`src/rtl/fix_session_scheduler.sv`:
```
// FIX session controller: sequences logon/heartbeat/logout starts, owns MsgSeqNum,
// the heartbeat timer and a completion watchdog. All outputs registered.
module fix_session_scheduler #(
  parameter int SEQ_WIDTH      = 32,
  parameter int HB_WIDTH       = 32,
  parameter int TIMEOUT_CYCLES = 4096
) (
  input  logic                 clk,
  input  logic                 rst,
  input  logic                 logon_req_i,
  input  logic                 logout_req_i,
  input  logic [HB_WIDTH-1:0]  hb_interval_i,
  input  logic                 msg_creation_done_i,
  output logic                 start_o,
  output logic [3:0]           message_type_o,
  output logic [SEQ_WIDTH-1:0] msg_seq_num_o,
  output logic                 busy_o,
  output logic                 session_up_o,
  output logic                 timeout_err_o
);

  localparam int WD_W = $clog2(TIMEOUT_CYCLES + 1);
  localparam logic [3:0] TYPE_NONE   = 4'b0000;
  localparam logic [3:0] TYPE_LOGON  = 4'b0001;
  localparam logic [3:0] TYPE_HB     = 4'b0010;
  localparam logic [3:0] TYPE_LOGOUT = 4'b0100;

  typedef enum logic [2:0] {DOWN, LOGON, ACTIVE, HB, LOGOUT} state_e;

  state_e               state_q, state_d;
  logic                 pend_logon_q, pend_logon_d;
  logic                 pend_logout_q, pend_logout_d;
  logic [HB_WIDTH-1:0]  hb_int_q, hb_int_d;
  logic [HB_WIDTH-1:0]  hb_cnt_q, hb_cnt_d;
  logic [WD_W-1:0]      wd_q, wd_d;
  logic                 start_q, start_d;
  logic [3:0]           type_q, type_d;
  logic [SEQ_WIDTH-1:0] seq_q, seq_d;
  logic                 busy_q, busy_d;
  logic                 up_q, up_d;
  logic                 terr_q, terr_d;

  logic in_flight, done_ev, expire, lo_req, hb_due, enter_flight;

  function automatic logic is_flight(state_e s);
    return (s == LOGON) || (s == HB) || (s == LOGOUT);
  endfunction

  assign in_flight    = is_flight(state_q);
  assign done_ev      = in_flight && msg_creation_done_i;
  // Done in the expiry cycle counts as completion, so it suppresses the abort.
  assign expire       = in_flight && !msg_creation_done_i &&
                        (wd_q == WD_W'(TIMEOUT_CYCLES - 1));
  assign lo_req       = pend_logout_q || logout_req_i;
  assign hb_due       = (hb_int_q != '0) && (hb_cnt_q == hb_int_q - HB_WIDTH'(1));
  assign enter_flight = is_flight(state_d) && (state_d != state_q);

  // State and datapath registers
  always_ff @(posedge clk) begin
    if (rst) begin
      state_q       <= DOWN;
      pend_logon_q  <= 1'b0;
      pend_logout_q <= 1'b0;
      hb_int_q      <= '0;
      hb_cnt_q      <= '0;
      wd_q          <= '0;
      start_q       <= 1'b0;
      type_q        <= TYPE_NONE;
      seq_q         <= SEQ_WIDTH'(1);
      busy_q        <= 1'b0;
      up_q          <= 1'b0;
      terr_q        <= 1'b0;
    end else begin
      state_q       <= state_d;
      pend_logon_q  <= pend_logon_d;
      pend_logout_q <= pend_logout_d;
      hb_int_q      <= hb_int_d;
      hb_cnt_q      <= hb_cnt_d;
      wd_q          <= wd_d;
      start_q       <= start_d;
      type_q        <= type_d;
      seq_q         <= seq_d;
      busy_q        <= busy_d;
      up_q          <= up_d;
      terr_q        <= terr_d;
    end
  end

  // Next state plus pending flags, heartbeat timer and watchdog
  always_comb begin
    state_d = state_q;
    unique case (state_q)
      DOWN:   if (pend_logon_q || logon_req_i) state_d = LOGON;
      ACTIVE: begin
        if (lo_req)      state_d = LOGOUT;
        else if (hb_due) state_d = HB;
      end
      LOGON, HB: begin
        if (done_ev)     state_d = lo_req ? LOGOUT : ACTIVE;
        else if (expire) state_d = DOWN;
      end
      LOGOUT: if (done_ev || expire) state_d = DOWN;
      default: state_d = DOWN;
    endcase

    pend_logon_d = pend_logon_q || (logon_req_i && state_q == DOWN);
    if (state_q != DOWN || state_d != DOWN) pend_logon_d = 1'b0;

    pend_logout_d = pend_logout_q || (logout_req_i && state_q != DOWN);
    if (state_d == DOWN || (state_d == LOGOUT && state_q != LOGOUT)) pend_logout_d = 1'b0;

    hb_int_d = (state_q == DOWN) ? hb_interval_i : hb_int_q;

    hb_cnt_d = hb_cnt_q;
    if (state_d == ACTIVE && state_q != ACTIVE) hb_cnt_d = '0;
    else if (state_q == ACTIVE)                 hb_cnt_d = hb_cnt_q + HB_WIDTH'(1);

    wd_d = '0;
    if (!enter_flight && in_flight) wd_d = wd_q + WD_W'(1);
  end

  // Registered output next-values
  always_comb begin
    start_d = enter_flight;
    busy_d  = is_flight(state_d);
    up_d    = (state_d == ACTIVE) || (state_d == HB) || (state_d == LOGOUT);
    terr_d  = expire;
    unique case (state_d)
      LOGON:   type_d = TYPE_LOGON;
      HB:      type_d = TYPE_HB;
      LOGOUT:  type_d = TYPE_LOGOUT;
      default: type_d = TYPE_NONE;
    endcase
    seq_d = seq_q;
    if (done_ev) begin
      if (state_q == LOGOUT || seq_q == '1) seq_d = SEQ_WIDTH'(1);
      else                                  seq_d = seq_q + SEQ_WIDTH'(1);
    end
  end

  assign start_o        = start_q;
  assign message_type_o = type_q;
  assign msg_seq_num_o  = seq_q;
  assign busy_o         = busy_q;
  assign session_up_o   = up_q;
  assign timeout_err_o  = terr_q;

endmodule

```
`config.mk`:
```
export PLATFORM = sky130hd
export DESIGN_NAME = fix_session_scheduler
export DESIGN_NICKNAME = d
export VERILOG_FILES = /design/src/rtl/fix_session_scheduler.sv
export SDC_FILE = /design/constraint.sdc
export NUM_CORES = 1
export LEC_CHECK = 0
export BUFFER_PORTS_ARGS = -buffer_cell sky130_fd_sc_hd__buf_2
export CELL_PAD_IN_SITES_DETAIL_PLACEMENT = 1
export CELL_PAD_IN_SITES_GLOBAL_PLACEMENT = 1
export CORE_AREA = 5 5 120 122
export CTS_CLUSTER_DIAMETER = 30
export CTS_CLUSTER_SIZE = 10
export DETAILED_ROUTE_END_ITERATION = 10
export DIE_AREA = 0 0 125 127
export PLACE_DENSITY = 0.93
export SYNTH_ARGS = -nofsm -noshare
export SYNTH_HDL_FRONTEND = slang
export SYNTH_SLANG_ARGS = --single-unit
```
`constraint.sdc`:
```
create_clock -name clk -period 4.4 [get_ports clk]
set_input_delay 0.66 -clock clk [delete_from_list [all_inputs] [get_ports clk]]
set_output_delay 0.66 -clock clk [all_outputs]
set_load 0.01 [all_outputs]
```
# After elaboration in Yosys (flattened, before gate mapping)
# Cells that the tools add are included.
[classes] add_sub_neg=4 eq_ne=14 mux=10 bitwise=1 n_reduce_logical=36
[ops] operator="adder 32 x 1 -> 32 bit, second input constant" count=2
[ops] operator="== test 32 bit" count=1
[ops] operator="== test 32 bit, second input constant" count=1
[ops] operator="2-to-1 mux 32 bit" count=1
[ops] operator="nonzero test 32 bit" count=1
[ops] operator="subtractor 32 x 1 -> 32 bit, second input constant" count=1
[ops] operator="2-to-1 mux 3 bit" count=7
[ops] operator="logical OR 1 bit" count=14
[ops] operator="adder 13 x 1 -> 13 bit, second input constant" count=1
[ops] operator="== test 13 x 12 -> 1 bit, second input constant" count=1
[ops] operator="== test 3 x 2 -> 1 bit, second input constant" count=4
[ops] operator="case mux 3 bit (4 select lines)" count=1
[ops] operator="logical AND 1 bit" count=10
[ops] operator="OR reduction 2 bit" count=5
[ops] operator="case mux 3 bit (3 select lines)" count=1
[ops] operator="== test 3 x 1 -> 1 bit, second input constant" count=2
[ops] operator="== test 3 bit, second input constant" count=2
[ops] operator="logical NOT 3 bit" count=2
[ops] operator="nonzero test 3 bit" count=2
[ops] operator="inequality test 3 x 2 -> 1 bit, second input constant" count=1
[ops] operator="inequality test 3 bit" count=1
[ops] operator="inequality test 3 bit, second input constant" count=1
[ops] operator="logical NOT 1 bit" count=2
[ops] operator="NOT 1 bit" count=1
[word_totals] ff_bits=122 inputBits=37 output_inout_bits=40 wordCells=77

# Depth between registers and ports, before layout
[depth] word_depth=16 mapped_depth=11 mapped_depth_nobuf=10

# Worst setup path before layout
# OpenSTA, ideal clock, no wires.
[synth_timing] path_kind="register to register" start="register hb_int_q[2]" end="register busy_q, in the netlist busy_o" setup_time_ns=0.071 arrival_ns=2.333 required_time_ns=4.329 slack_ns=1.996 path_stages_with_launch=10 path_buffers=1 period_less_slack_ns=2.404 path_cell_list="dfxtp_1 -> buf_6 -> or4_4 -> or2_1 -> or4_4 -> xnor2_2 -> nand4_1 -> nor4_2 -> a21oi_1 -> a21oi_1"
[synth_via] elab_chain_cells=9 word_cells_on_any_way=12 cone_classes="1 x add/sub; 4 x eq/ne; 3 x mux; 4 x reduce/logical"
[synth_rtl] item="start: declaration" line="33" source="logic [HB_WIDTH-1:0] hb_int_q, hb_int_d;"
[synth_rtl] item="start signal: assignment" line="77" source="hb_int_q <= hb_int_d;"
[synth_rtl] item="subtractor 32 x 1 -> 32 bit" line="55" source="assign hb_due = (hb_int_q != '0) && (hb_cnt_q == hb_int_q - HB_WIDTH'(1));"
[synth_rtl] item="== test 32 bit" line="55"
[synth_rtl] item="logical AND 1 bit *" line="55"
[synth_rtl] item="2-to-1 mux 3 bit *" line="96" source="else if (hb_due) state_d = HB;"
[synth_rtl] item="2-to-1 mux 3 bit *" line="95" source="if (lo_req) state_d = LOGOUT;"
[synth_rtl] item="case mux 3 bit (4 select lines) *" line="92" source="unique case (state_q)"
[synth_rtl] item="== test 3 x 1 -> 1 bit / == test 3 x 2 -> 1 bit (equally long branches)" line="46" source="return (s == LOGON) || (s == HB) || (s == LOGOUT);"
[synth_rtl] item="logical OR 1 bit" line="46"
[synth_rtl] item="logical OR 1 bit *" line="46"
[synth_rtl] item="end signal: assignment" line="83" source="busy_q <= busy_d;"
[synth_rtl] item="end: declaration" line="39" source="logic busy_q, busy_d;"
# Mark *: on every way between the ends. The rest lies on a longest branch, timed or not.
# A chain may end at the register's enable or synchronous reset.

# Final worst setup path
[layout_timing] start="register state_q[1]" end="register hb_cnt_q[29]"
[layout_via] elab_chain_cells=11 word_cells_on_any_way=23 cone_classes="6 x eq/ne; 7 x mux; 10 x reduce/logical"
[layout_rtl] item="start: declaration" line="30" source="state_e state_q, state_d;"
[layout_rtl] item="start signal: assignment" line="74" source="state_q <= state_d;"
[layout_rtl] item="== test 3 x 1 -> 1 bit / == test 3 x 2 -> 1 bit (equally long branches)" line="46, 92"
[layout_rtl] item="logical OR 1 bit (2 in series)" line="46"
[layout_rtl] item="logical AND 1 bit (2 in series)" line="52" source="assign expire = in_flight && !msg_creation_done_i &&"
[layout_rtl] item="2-to-1 mux 3 bit / logical OR 1 bit (equally long branches)" line="100, 102"
[layout_rtl] item="2-to-1 mux 3 bit (on tied branches)" line="99, 102"
[layout_rtl] item="case mux 3 bit (4 select lines)" line="92"
[layout_rtl] item="== test 3 x 2 -> 1 bit" line="115" source="if (state_d == ACTIVE && state_q != ACTIVE) hb_cnt_d = '0;"
[layout_rtl] item="logical AND 1 bit" line="115"
[layout_rtl] item="OR reduction 2 bit (no source line)"
[layout_rtl] item="end signal: assignment" line="78" source="hb_cnt_q <= hb_cnt_d;"
[layout_rtl] item="end: declaration" line="34" source="logic [HB_WIDTH-1:0] hb_cnt_q, hb_cnt_d;"
# Several ways; a longest one is shown, not always the timed one.

==> flow_metrics.env <==
export IMPL_die_x_microns=125
export IMPL_die_h_microns=127
export IMPL_path_cells="nor3b_2 > nand3_1 > nor3_1 > nand3_1 > nor3_1 > nand3_1 > xor2_1 > nor2_1"
export IMPL_ff_latch_area_sq_um=2422
export IMPL_crit_path_max_fanout=9
export IMPL_grt_pass1_vias=6304
export IMPL_syn_area_sq_um=6082
export IMPL_drt_first_pass_iters=4
export IMPL_slowest_delay_ns=0.51
export IMPL_finalClockSkew_ns=0.008664
export IMPL_cp_startpoint="state_q[1]"
export IMPL_synth_warnings=0
export IMPL_antenna_cells=0
export IMPL_drive_above_1_share_pct=15.47
export IMPL_power_per_cell_area_nw_per_um2=424.6
export IMPL_fmax_mhz=321.8
export IMPL_syn_inst=751
export IMPL_routed_via_count=5887
export IMPL_grt_usage_pct=25.56
export IMPL_finalCritPeriodShare_pct=70.62
export IMPL_antenna_found_initial=0
export IMPL_synth_edff_count=0
export IMPL_fin_crit_ns=3.107
export IMPL_cts_hold_buf=0
export IMPL_start_kind="flip-flop"
export IMPL_final_cell_mix="121 x dfxtp_1, 110 x nor2_1, 103 x nand2_1"
export IMPL_required_ns=4.69
export IMPL_ioPinCount=77
export IMPL_clk_pin_slew_worst_paths_ns=0.06
export IMPL_cts_tree="done"
export IMPL_cp_slowest_cell="nor3b_2"
export IMPL_seq_area_frac_synth_pct=39.83
export IMPL_fillers=1547
export IMPL_setup_ws_ns=1.293
export IMPL_grt_ovfl_total=0
export IMPL_ys_flop_type="dfxtp_1"
export IMPL_leakage_nw=2.732
export IMPL_cts_setup_buffers=0
export IMPL_async_reset_ff_share_pct=0
export IMPL_slew_headroom_pct=52.23
export IMPL_peakVddDrop_v=0.0002809
export IMPL_met1_length_microns=8106
export IMPL_core_area_sq_um=13090
export IMPL_status="finished clean"
export IMPL_worstPathArrival_ns=3.39
export IMPL_cp_depth=8
export IMPL_htree_levels=4
export IMPL_hold_viol=0
export IMPL_avgSynthCellArea_sq_um=8.099
export IMPL_dr_wl_met3_microns=1153
export IMPL_ant_nets=0
export IMPL_wl_per_cell_microns=20.11
export IMPL_critPathKind="flip-flop to flip-flop"
export IMPL_worstSetupEndpoint="hb_cnt_q[29]"
export IMPL_min_path_type="input port to flip-flop"
export IMPL_gp_congestion=0.8977
export IMPL_tightest_slew_ns=0.7100
export IMPL_route_met2_wl_microns=10230
export IMPL_wirelength_microns=20310
export IMPL_grt_pass1_wl_microns=32760
export IMPL_clk_insertion_delay_late_ns=0.43
export IMPL_drt_initial_drc_count=303
export IMPL_maxSlewViolCount=0
export IMPL_nets=863
export IMPL_ys_ff_latch=121
export IMPL_dr_max_layer_used="met4"
export IMPL_critPathTopFamily="simple AND/OR/NAND/NOR gates"
export IMPL_pre_cts_slack_ns=1.433
export IMPL_r2r_start="state_q[1]"
export IMPL_rsz0062_at_grt="false"
export IMPL_r2r_slack_ns=1.29
export IMPL_io_buffers=75
export IMPL_initial_core_util_pct=46.48
export IMPL_final_common_cell="dfxtp_1"
export IMPL_r2r_cells=8
export IMPL_setup_tns_final_ns=0
export IMPL_yosysUniqueCellTypes=54
export IMPL_via_per_inst=5.829
export IMPL_clock_root_buffer="clkbuf_16"
export IMPL_cap_violations=0
export IMPL_cpMostUsedCell="nand3_1"
export IMPL_clock_sinks=121
export IMPL_numCtsBuffers=17
export IMPL_hpwl_microns=12700
export IMPL_rr_endpoint="hb_cnt_q[29]"
export IMPL_grt_max_degree=35
export IMPL_syn_to_final_growth_pct=18.29
export IMPL_path_buf_inv=0
export IMPL_dieArea_sq_um=15880
export IMPL_setup_violations=0
export IMPL_endpoint_kind="flip-flop"
export IMPL_cts_resized=0
export IMPL_multiInputGateArea_sq_um=3497
export IMPL_rows=42
export IMPL_cts_path_max_buffers=2
export IMPL_drc=0
## logic make-up (layout without fill, tap and decap cells)
kind of cell	count (synthesis)	after routing	share of synthesized area (%)
muxes	5	5	0.8229
and+or+nand+nor	378	378	30.84
other	1	2	0.06166
AOI/OAI and AO/OA	86	86	8.209
buffers and inverters	42	124	2.818
xor gates and xnor gates	113	113	16.40
adders and majority gates	5	5	1.029
DFF	121	121	39.83
## routing by layer
layer / vias to the layer above / GRT usage (%)
li1: 2713 / -
met5: - / 0
met2: 201 / 45.21
met4: 0 / 12.37
met1: 2894 / 28.51
met3: 79 / 6.970
## synthesized netlist by cell type, types with 12 or more instances
master / instances / area (sq um)
a21oi_1: 49 / 245.2
clkbuf_1: 22 / 82.58
dfxtp_1: 121 / 2422
inv_1: 12 / 45.04
nand2_1: 103 / 386.6
nand3_1: 36 / 180.2
nand4_1: 20 / 125.1
nor2_1: 110 / 412.9
nor3_1: 23 / 115.1
nor4_1: 13 / 81.33
o21ai_0: 15 / 75.07
or3_1: 12 / 75.07
xnor2_1: 58 / 508.0
xor2_1: 54 / 473.0
## power by group
part	internal [W]	switching, W
Clock	0.000901	0.000532
Combinational	0.000150	0.000265
Sequential	0.00114	0.0000690
Total	0.00219	0.000867
## worst min-delay path by stage
stage          slack [ns]  depth (start not counted)           end              start
6_report             0.47                          3  hb_int_q[16]  hb_interval_i[16]
2_1_floorplan        0.43                          1       wd_q[0]            wd_q[0]
5_1_grt              0.47                          3  hb_int_q[28]  hb_interval_i[28]
3_5_place_dp         0.46                          1       wd_q[0]            wd_q[0]
4_1_cts              0.46                          3  hb_int_q[16]  hb_interval_i[16]
3_3_place_gp         0.44                          1       wd_q[0]            wd_q[0]
## worst register-to-register path: stages (launching register included)
cell and delay [ns]:
dfxtp_1 0.46, nor3b_2 0.52, nand3_1 0.25, nor3_1 0.43
nand3_1 0.45, nor3_1 0.48, nand3_1 0.16, xor2_1 0.17
nor2_1 0.05
## stage by stage
stage	hold WS, ns	cell area (sq um)	util [%]	total power, W	std cells
2_1_floorplan	0.4298	6086	-	0.001489	752
3_3_place_gp	0.4426	6598	50.42	0.001597	978
3_5_place_dp	0.4631	6598	50.42	0.001611	978
4_1_cts	0.4605	7194	54.98	0.003049	1010
5_1_grt	0.4685	7194	54.98	0.003144	1010
6_report	0.4668	7194	54.98	0.003054	1010
## sequential cells by signal, indices dropped and copies added (netlist names)
name            cells
hb_cnt_q           32
hb_int_q           32
msg_seq_num_o      32
wd_q               13
message_type_o      3
state_q             3
busy_o              1
pend_logon_q        1
pend_logout_q       1
session_up_o        1
start_o             1
timeout_err_o       1
## layout make-up
| type | count | share of cell area, % |
|---|---|---|
| clock inverters | 12 | 2.087 |
| inverters | 12 | 0.6261 |
| repair buffers | 80 | 5.739 |
| flip-flops and latches | 121 | 33.67 |
| multi-input cells | 589 | 48.61 |
| clock buffers | 20 | 6.209 |
| well taps | 176 | 3.061 |
(Power assumes the default switching activity.)
